[config.mk]
export PLATFORM = sky130hd
export DESIGN_NAME = merge_sort_engine
export DESIGN_NICKNAME = d
export VERILOG_FILES = /design/src/rtl/merge_sort_engine.sv
export SDC_FILE = /design/constraint.sdc
export NUM_CORES = 1
export LEC_CHECK = 0
export CAP_MARGIN = 20
export CORE_MARGIN = 2
export CORE_UTILIZATION = 57
export CTS_CLUSTER_DIAMETER = 100
export DETAILED_ROUTE_END_ITERATION = 10
export GPL_ROUTABILITY_DRIVEN = 0
export MAX_ROUTING_LAYER = met4
export PLACE_DENSITY = 0.87
export SYNTH_ARGS = -nofsm -noshare
export SYNTH_HDL_FRONTEND = slang
export SYNTH_SLANG_ARGS = --single-unit
export TNS_END_PERCENT = 100
[constraint.sdc]
create_clock -name clk -period 5.6 [get_ports clk]
set_input_delay 0.56 -clock clk [delete_from_list [all_inputs] [get_ports clk]]
set_output_delay 0.56 -clock clk [all_outputs]
set_load 0.01 [all_outputs]
[src/rtl/merge_sort_engine.sv]
`default_nettype none
// ============================================================================
// Module  : merge_sort_engine
// Purpose : Iterative bottom-up merge sorter returning sorted data and the
//           stable permutation (original index of each sorted element).
// Rev     : 1.0  initial release
// ============================================================================
module merge_sort_engine #(
    parameter int NUM_ELEM = 4,
    parameter int DATA_W   = 8
) (
    input  logic                                   clk,
    input  logic                                   rst,
    input  logic                                   start,
    input  logic                                   descend,
    input  logic [NUM_ELEM*DATA_W-1:0]             data_in,
    output logic                                   busy,
    output logic                                   done,
    output logic [NUM_ELEM*DATA_W-1:0]             data_out,
    output logic [NUM_ELEM*$clog2(NUM_ELEM)-1:0]   idx_out
);

    localparam int IDX_W  = $clog2(NUM_ELEM);
    localparam int CW     = IDX_W + 1;
    localparam int PASSES = IDX_W;

    localparam logic [1:0] S_IDLE   = 2'd0;
    localparam logic [1:0] S_MERGE  = 2'd1;
    localparam logic [1:0] S_FINISH = 2'd2;

    logic [1:0]          state_q,   state_d;
    logic                busy_q,    busy_d;
    logic                done_q,    done_d;
    logic                desc_q,    desc_d;
    logic                src_sel_q, src_sel_d;
    logic [CW-1:0]       width_q,   width_d;
    logic [CW-1:0]       pass_q,    pass_d;
    logic [CW-1:0]       base_q,    base_d;
    logic [CW-1:0]       lcnt_q,    lcnt_d;
    logic [CW-1:0]       rcnt_q,    rcnt_d;
    logic [IDX_W-1:0]    wptr_q,    wptr_d;

    logic [DATA_W-1:0]   data_a_q [NUM_ELEM];
    logic [DATA_W-1:0]   data_b_q [NUM_ELEM];
    logic [IDX_W-1:0]    tag_a_q  [NUM_ELEM];
    logic [IDX_W-1:0]    tag_b_q  [NUM_ELEM];

    logic [NUM_ELEM*DATA_W-1:0] data_out_q;
    logic [NUM_ELEM*IDX_W-1:0]  idx_out_q;

    logic [IDX_W-1:0]    w_l_addr;
    logic [IDX_W-1:0]    w_r_addr;
    logic                w_l_exh;
    logic                w_r_exh;
    logic [DATA_W-1:0]   w_l_data;
    logic [DATA_W-1:0]   w_r_data;
    logic [IDX_W-1:0]    w_l_tag;
    logic [IDX_W-1:0]    w_r_tag;
    logic                w_take_left;
    logic [DATA_W-1:0]   w_wr_data;
    logic [IDX_W-1:0]    w_wr_tag;
    logic                w_pair_end;
    logic                w_pass_end;

    // Addresses are truncated to IDX_W, so an exhausted side still reads a
    // real register and never produces X; its value is masked by w_*_exh.
    always_comb begin
        w_l_addr = IDX_W'(base_q + lcnt_q);
        w_r_addr = IDX_W'(base_q + width_q + rcnt_q);
        w_l_exh  = (lcnt_q == width_q);
        w_r_exh  = (rcnt_q == width_q);
        w_l_data = src_sel_q ? data_b_q[w_l_addr] : data_a_q[w_l_addr];
        w_r_data = src_sel_q ? data_b_q[w_r_addr] : data_a_q[w_r_addr];
        w_l_tag  = src_sel_q ? tag_b_q[w_l_addr]  : tag_a_q[w_l_addr];
        w_r_tag  = src_sel_q ? tag_b_q[w_r_addr]  : tag_a_q[w_r_addr];
        // Ties go left to keep the sort stable.
        w_take_left = w_r_exh |
                      (~w_l_exh & (desc_q ? (w_l_data >= w_r_data)
                                          : (w_l_data <= w_r_data)));
        w_wr_data  = w_take_left ? w_l_data : w_r_data;
        w_wr_tag   = w_take_left ? w_l_tag  : w_r_tag;
        w_pair_end = ((lcnt_q + rcnt_q) == ((width_q << 1) - CW'(1)));
        w_pass_end = (wptr_q == IDX_W'(NUM_ELEM - 1));
    end

    always_comb begin
        state_d   = state_q;
        busy_d    = busy_q;
        done_d    = 1'b0;
        desc_d    = desc_q;
        src_sel_d = src_sel_q;
        width_d   = width_q;
        pass_d    = pass_q;
        base_d    = base_q;
        lcnt_d    = lcnt_q;
        rcnt_d    = rcnt_q;
        wptr_d    = wptr_q;
        case (state_q)
            S_IDLE: begin
                if (start) begin
                    state_d   = S_MERGE;
                    busy_d    = 1'b1;
                    desc_d    = descend;
                    src_sel_d = 1'b0;
                    width_d   = CW'(1);
                    pass_d    = '0;
                    base_d    = '0;
                    lcnt_d    = '0;
                    rcnt_d    = '0;
                    wptr_d    = '0;
                end
            end
            S_MERGE: begin
                wptr_d = wptr_q + IDX_W'(1);
                if (w_take_left) begin
                    lcnt_d = lcnt_q + CW'(1);
                end else begin
                    rcnt_d = rcnt_q + CW'(1);
                end
                if (w_pair_end) begin
                    base_d = base_q + (width_q << 1);
                    lcnt_d = '0;
                    rcnt_d = '0;
                end
                if (w_pass_end) begin
                    wptr_d    = '0;
                    base_d    = '0;
                    src_sel_d = ~src_sel_q;
                    width_d   = width_q << 1;
                    pass_d    = pass_q + CW'(1);
                    if (pass_q == CW'(PASSES - 1)) begin
                        state_d = S_FINISH;
                    end
                end
            end
            S_FINISH: begin
                state_d = S_IDLE;
                busy_d  = 1'b0;
                done_d  = 1'b1;
            end
            default: begin
                state_d = S_IDLE;
                busy_d  = 1'b0;
            end
        endcase
    end

    always_ff @(posedge clk) begin
        if (!rst) begin
            state_q   <= S_IDLE;
            busy_q    <= 1'b0;
            done_q    <= 1'b0;
            desc_q    <= 1'b0;
            src_sel_q <= 1'b0;
            width_q   <= '0;
            pass_q    <= '0;
            base_q    <= '0;
            lcnt_q    <= '0;
            rcnt_q    <= '0;
            wptr_q    <= '0;
        end else begin
            state_q   <= state_d;
            busy_q    <= busy_d;
            done_q    <= done_d;
            desc_q    <= desc_d;
            src_sel_q <= src_sel_d;
            width_q   <= width_d;
            pass_q    <= pass_d;
            base_q    <= base_d;
            lcnt_q    <= lcnt_d;
            rcnt_q    <= rcnt_d;
            wptr_q    <= wptr_d;
        end
    end

    // After the final swap, src_sel_q points at the bank written last.
    always_ff @(posedge clk) begin
        if (!rst) begin
            for (int i = 0; i < NUM_ELEM; i++) begin
                data_a_q[i] <= '0;
                data_b_q[i] <= '0;
                tag_a_q[i]  <= '0;
                tag_b_q[i]  <= '0;
            end
            data_out_q <= '0;
            idx_out_q  <= '0;
        end else begin
            if (state_q == S_IDLE && start) begin
                for (int i = 0; i < NUM_ELEM; i++) begin
                    data_a_q[i] <= data_in[i*DATA_W +: DATA_W];
                    tag_a_q[i]  <= IDX_W'(i);
                end
            end else if (state_q == S_MERGE) begin
                if (src_sel_q) begin
                    data_a_q[wptr_q] <= w_wr_data;
                    tag_a_q[wptr_q]  <= w_wr_tag;
                end else begin
                    data_b_q[wptr_q] <= w_wr_data;
                    tag_b_q[wptr_q]  <= w_wr_tag;
                end
            end
            if (state_q == S_FINISH) begin
                for (int j = 0; j < NUM_ELEM; j++) begin
                    data_out_q[j*DATA_W +: DATA_W] <= src_sel_q ? data_b_q[j] : data_a_q[j];
                    idx_out_q[j*IDX_W +: IDX_W]    <= src_sel_q ? tag_b_q[j]  : tag_a_q[j];
                end
            end
        end
    end

    assign busy     = busy_q;
    assign done     = done_q;
    assign data_out = data_out_q;
    assign idx_out  = idx_out_q;

endmodule
`default_nettype wire

==> results.py <==
metrics = {
    "status": {
        "outcome": "completed",
    },
    "worst_setup_path": {
        "end_kind": "flop",
        "worstSetupPathType": "flop to flop",
        "cp_max_fo": 21,
        "crit_required_ps": 5820,
        "start_kind": "flop",
        "worstPathArrival_ps": 5300,
    },
    "clocking": {
        "insertion_delay_ps": 430,
        "cts_made_buffers": 17,
        "cts_resized": 0,
        "holdBufCountCts": 0,
        "clock_sinks": 141,
        "path_clk_slew_ps": 60,
        "htreeDepth": 4,
        "tritoncts": "built",
        "clockBufferDepth": 2,
        "cts_setup_buffers": 0,
        "clockRootBuffer": "clkbuf_16",
    },
    "logic_synthesis": {
        "ys_warn_count": 0,
        "synth_cells": 670,
        "synth_seq_cells": 141,
        "synth_flop_cell": "edfxtp_1",
        "synth_top_area_share_pct": 32.51,
        "synth_nets": 725,
        "async_flop_share_pct": 0,
        "synth.area.top_cells": "edfxtp_1 (33%), dfxtp_1 (17%), mux2_2 (6.2%)",
        "synth_area_per_cell_um2": 11.03,
        "ys_types": 54,
        "yosysTopAreaCell": "edfxtp_1",
        "synth_area_mm2": 0.007390,
        "ys_seq_area_share_pct": 49.03,
        "synth_edf_count": 80,
    },
    "detailed_routing": {
        "drt_iter0_drc": 1077,
        "drc": 0,
        "wl_met2_mm": 9.750,
        "met1_length_mm": 7.765,
        "wire_per_inst_um": 23.10,
        "vias": 6082,
        "detail_route.vias_per_cell": 6.632,
        "wl_met3_mm": 2.882,
        "wl_mm": 21.18,
        "drtAntennaViolNets": 0,
        "detailedRoute.firstPassIterationCount": 7,
        "top_layer": "met4",
    },
    "power_and_ir_drop": {
        "p_int_w": 0.001969,
        "p_per_area_mw_per_mm2": 315.9,
        "combPwrFrac_pct": 18.5,
        "switching_power_w": 0.0008237,
        "p_leak_nw": 3.210,
        "swShare_pct": 29.50,
        "vdd_ir_drop_max_mv": 0.2330,
        "p_seq_share_pct": 42.0,
        "clockPowerShare_pct": 39.6,
    },
    "timing": {
        "relSlewSlack_pct": 41.92,
        "clock.fmax_ghz": 0.1971,
        "setup_tns_ps": 0,
        "fin_crit_sh_pct": 90.61,
        "finalHoldViolations": 0,
        "fin_skew_ps": 5.550,
        "slew_viol_final": 0,
        "tightest_slew_ps": 870.0,
        "finalCriticalPeriod_ps": 5074,
        "rsz0062_at_grt": "no",
        "setup_viol": 0,
        "setup_slack_ps": 525.6,
    },
    "global_routing": {
        "antenna_found_initial": 0,
        "overflow": 0,
        "grt_max_degree": 68,
        "track_usage_pct": 31.91,
        "grt_first_pass_wirelength_mm": 32.91,
        "grt_pass1_vias": 5895,
    },
    "layout": {
        "num_antenna_cells": 0,
        "syn_to_final_growth_pct": 19.62,
        "postLayoutCoreUtil_pct": 70.05,
        "final_common_cell": "nor2_1",
        "final_cell_mix": "nor2_1 (94), edfxtp_1 (80), clkdlybuf4s50_1 (77)",
        "num-nets-final": 787,
        "drive_gt1_share_pct": 15.30,
    },
    "hold_path": {
        "min_path_type": "flop to flop",
    },
    "die": {
        "ios": 78,
        "row_count": 41,
        "core_area_mm2": 0.01262,
        "fp.dieH_um": 117.9,
        "die-area_mm2": 0.01389,
        "dieWidth_um": 117.9,
        "initial_core_util_pct": 58.56,
    },
    "job": {
        "cap_violations": 0,
    },
    "placement": {
        "pre_cts_slack_ps": 847.7,
        "hpwl_mm": 13.93,
        "io_buffers": 77,
    },
}
==> critical path, stage by stage (launching register included) <==
cell,delay [ps]
dfxtp_1,880
buf_4,450
mux2_2,420
mux4_1,590
ha_1,330
o21ai_0,140
o21bai_1,240
nor3b_1,80
a211o_1,320
o21ai_1,500
buf_4,290
a21oi_1,240
o31ai_1,380
==> state kept, by name (all words and copies together), names as in the netlist <==
register	cells
data_out	32
pass_q	3
lcnt_q	3
width_q	3
state_q	2
data_a_q	32
wptr_q	2
tag_b_q	8
rcnt_q	3
base_q	1
data_b_q	32
busy	1
tag_a_q	8
done	1
src_sel_q	1
desc_q	1
idx_out	8
==> worst paths after layout <==
check	depth (start not counted)	slack, ps	end	start
max	12	530	data_a_q[1][1]	src_sel_q
min	2	480	busy	busy
max reg2reg	12	530	data_a_q[1][1]	src_sel_q
min reg2reg	2	480	busy	busy
==> cells in the mapped netlist, drive strengths merged, types with 2 or more instances <==
master   n
nor3b   42
edfxtp  80
a22oi    2
nor2    94
buf     14
nand2b   2
xnor2   10
clkbuf  30
nor3    57
o21ai    7
a21boi   5
nand2   56
o31ai   33
nor2b   11
and2     4
mux4    20
a21oi   22
ha      18
mux2    41
a211o    2
or3      5
o211ai   2
nand3b   7
xor2     3
o21a     2
o32ai    4
a211oi   2
or2      2
and3     3
nand4    2
inv     14
a32oi    2
dfxtp   61
nand3    3
==> final cells by class <==
cell class / instances / area [um^2]
Tap cell: 172 / 215.2
Fill cell: 863 / 3780
Clock buffer: 18 / 429.2
Inverter: 14 / 52.55
Multi-Input combinational cell: 471 / 3520
Clock inverter: 14 / 146.4
Timing Repair Buffer: 87 / 853.3
Sequential cell: 141 / 3623
==> through the flow <==
| stage | total power, W | cell area [um^2] | std cells | hold WS, ps |
|---|---|---|---|---|
| detailed placement | 0.001667 | 8242 | 883 | 480.6 |
| global route | 0.002854 | 8840 | 917 | 519.5 |
| finish | 0.002793 | 8840 | 917 | 483.4 |
| floorplan | 0.001514 | 7390 | 670 | 475.8 |
| CTS | 0.002758 | 8817 | 915 | 491.4 |
| global placement | 0.001641 | 8242 | 883 | 470.6 |
==> routing by layer <==
metal,vias to the layer above,GRT usage [%]
met3,104,8.285
met2,539,48.76
li1,2586,-
met1,2853,40.98
met5,-,-
met4,0,12.65
==> logic make-up (layout without fill, tap and decap cells) <==
| kind of cell | count (synthesis) | in the layout | share of synthesized area, % |
|---|---|---|---|
| multiplexers | 62 | 62 | 12.99 |
| buffers and inverters | 58 | 133 | 3.437 |
| adder cells (fa/ha/maj) | 19 | 19 | 3.319 |
| AO/OA/AOI/OAI | 89 | 89 | 8.415 |
| AND/OR/NAND/NOR | 288 | 288 | 20.56 |
| flip-flops | 141 | 141 | 49.03 |
| XOR/XNOR | 13 | 13 | 2.252 |
==> power groups by stage <==
stage	registers [W]	clock network, W	logic [W]
CTS	0.00117	0.00110	0.000492
floorplan	0.00118	0	0.000336
global placement	0.00119	0	0.000455
global route	0.00117	0.00114	0.000537
detailed placement	0.00119	0	0.000477
finish	0.00117	0.00111	0.000516
(Power assumes the default switching activity.)
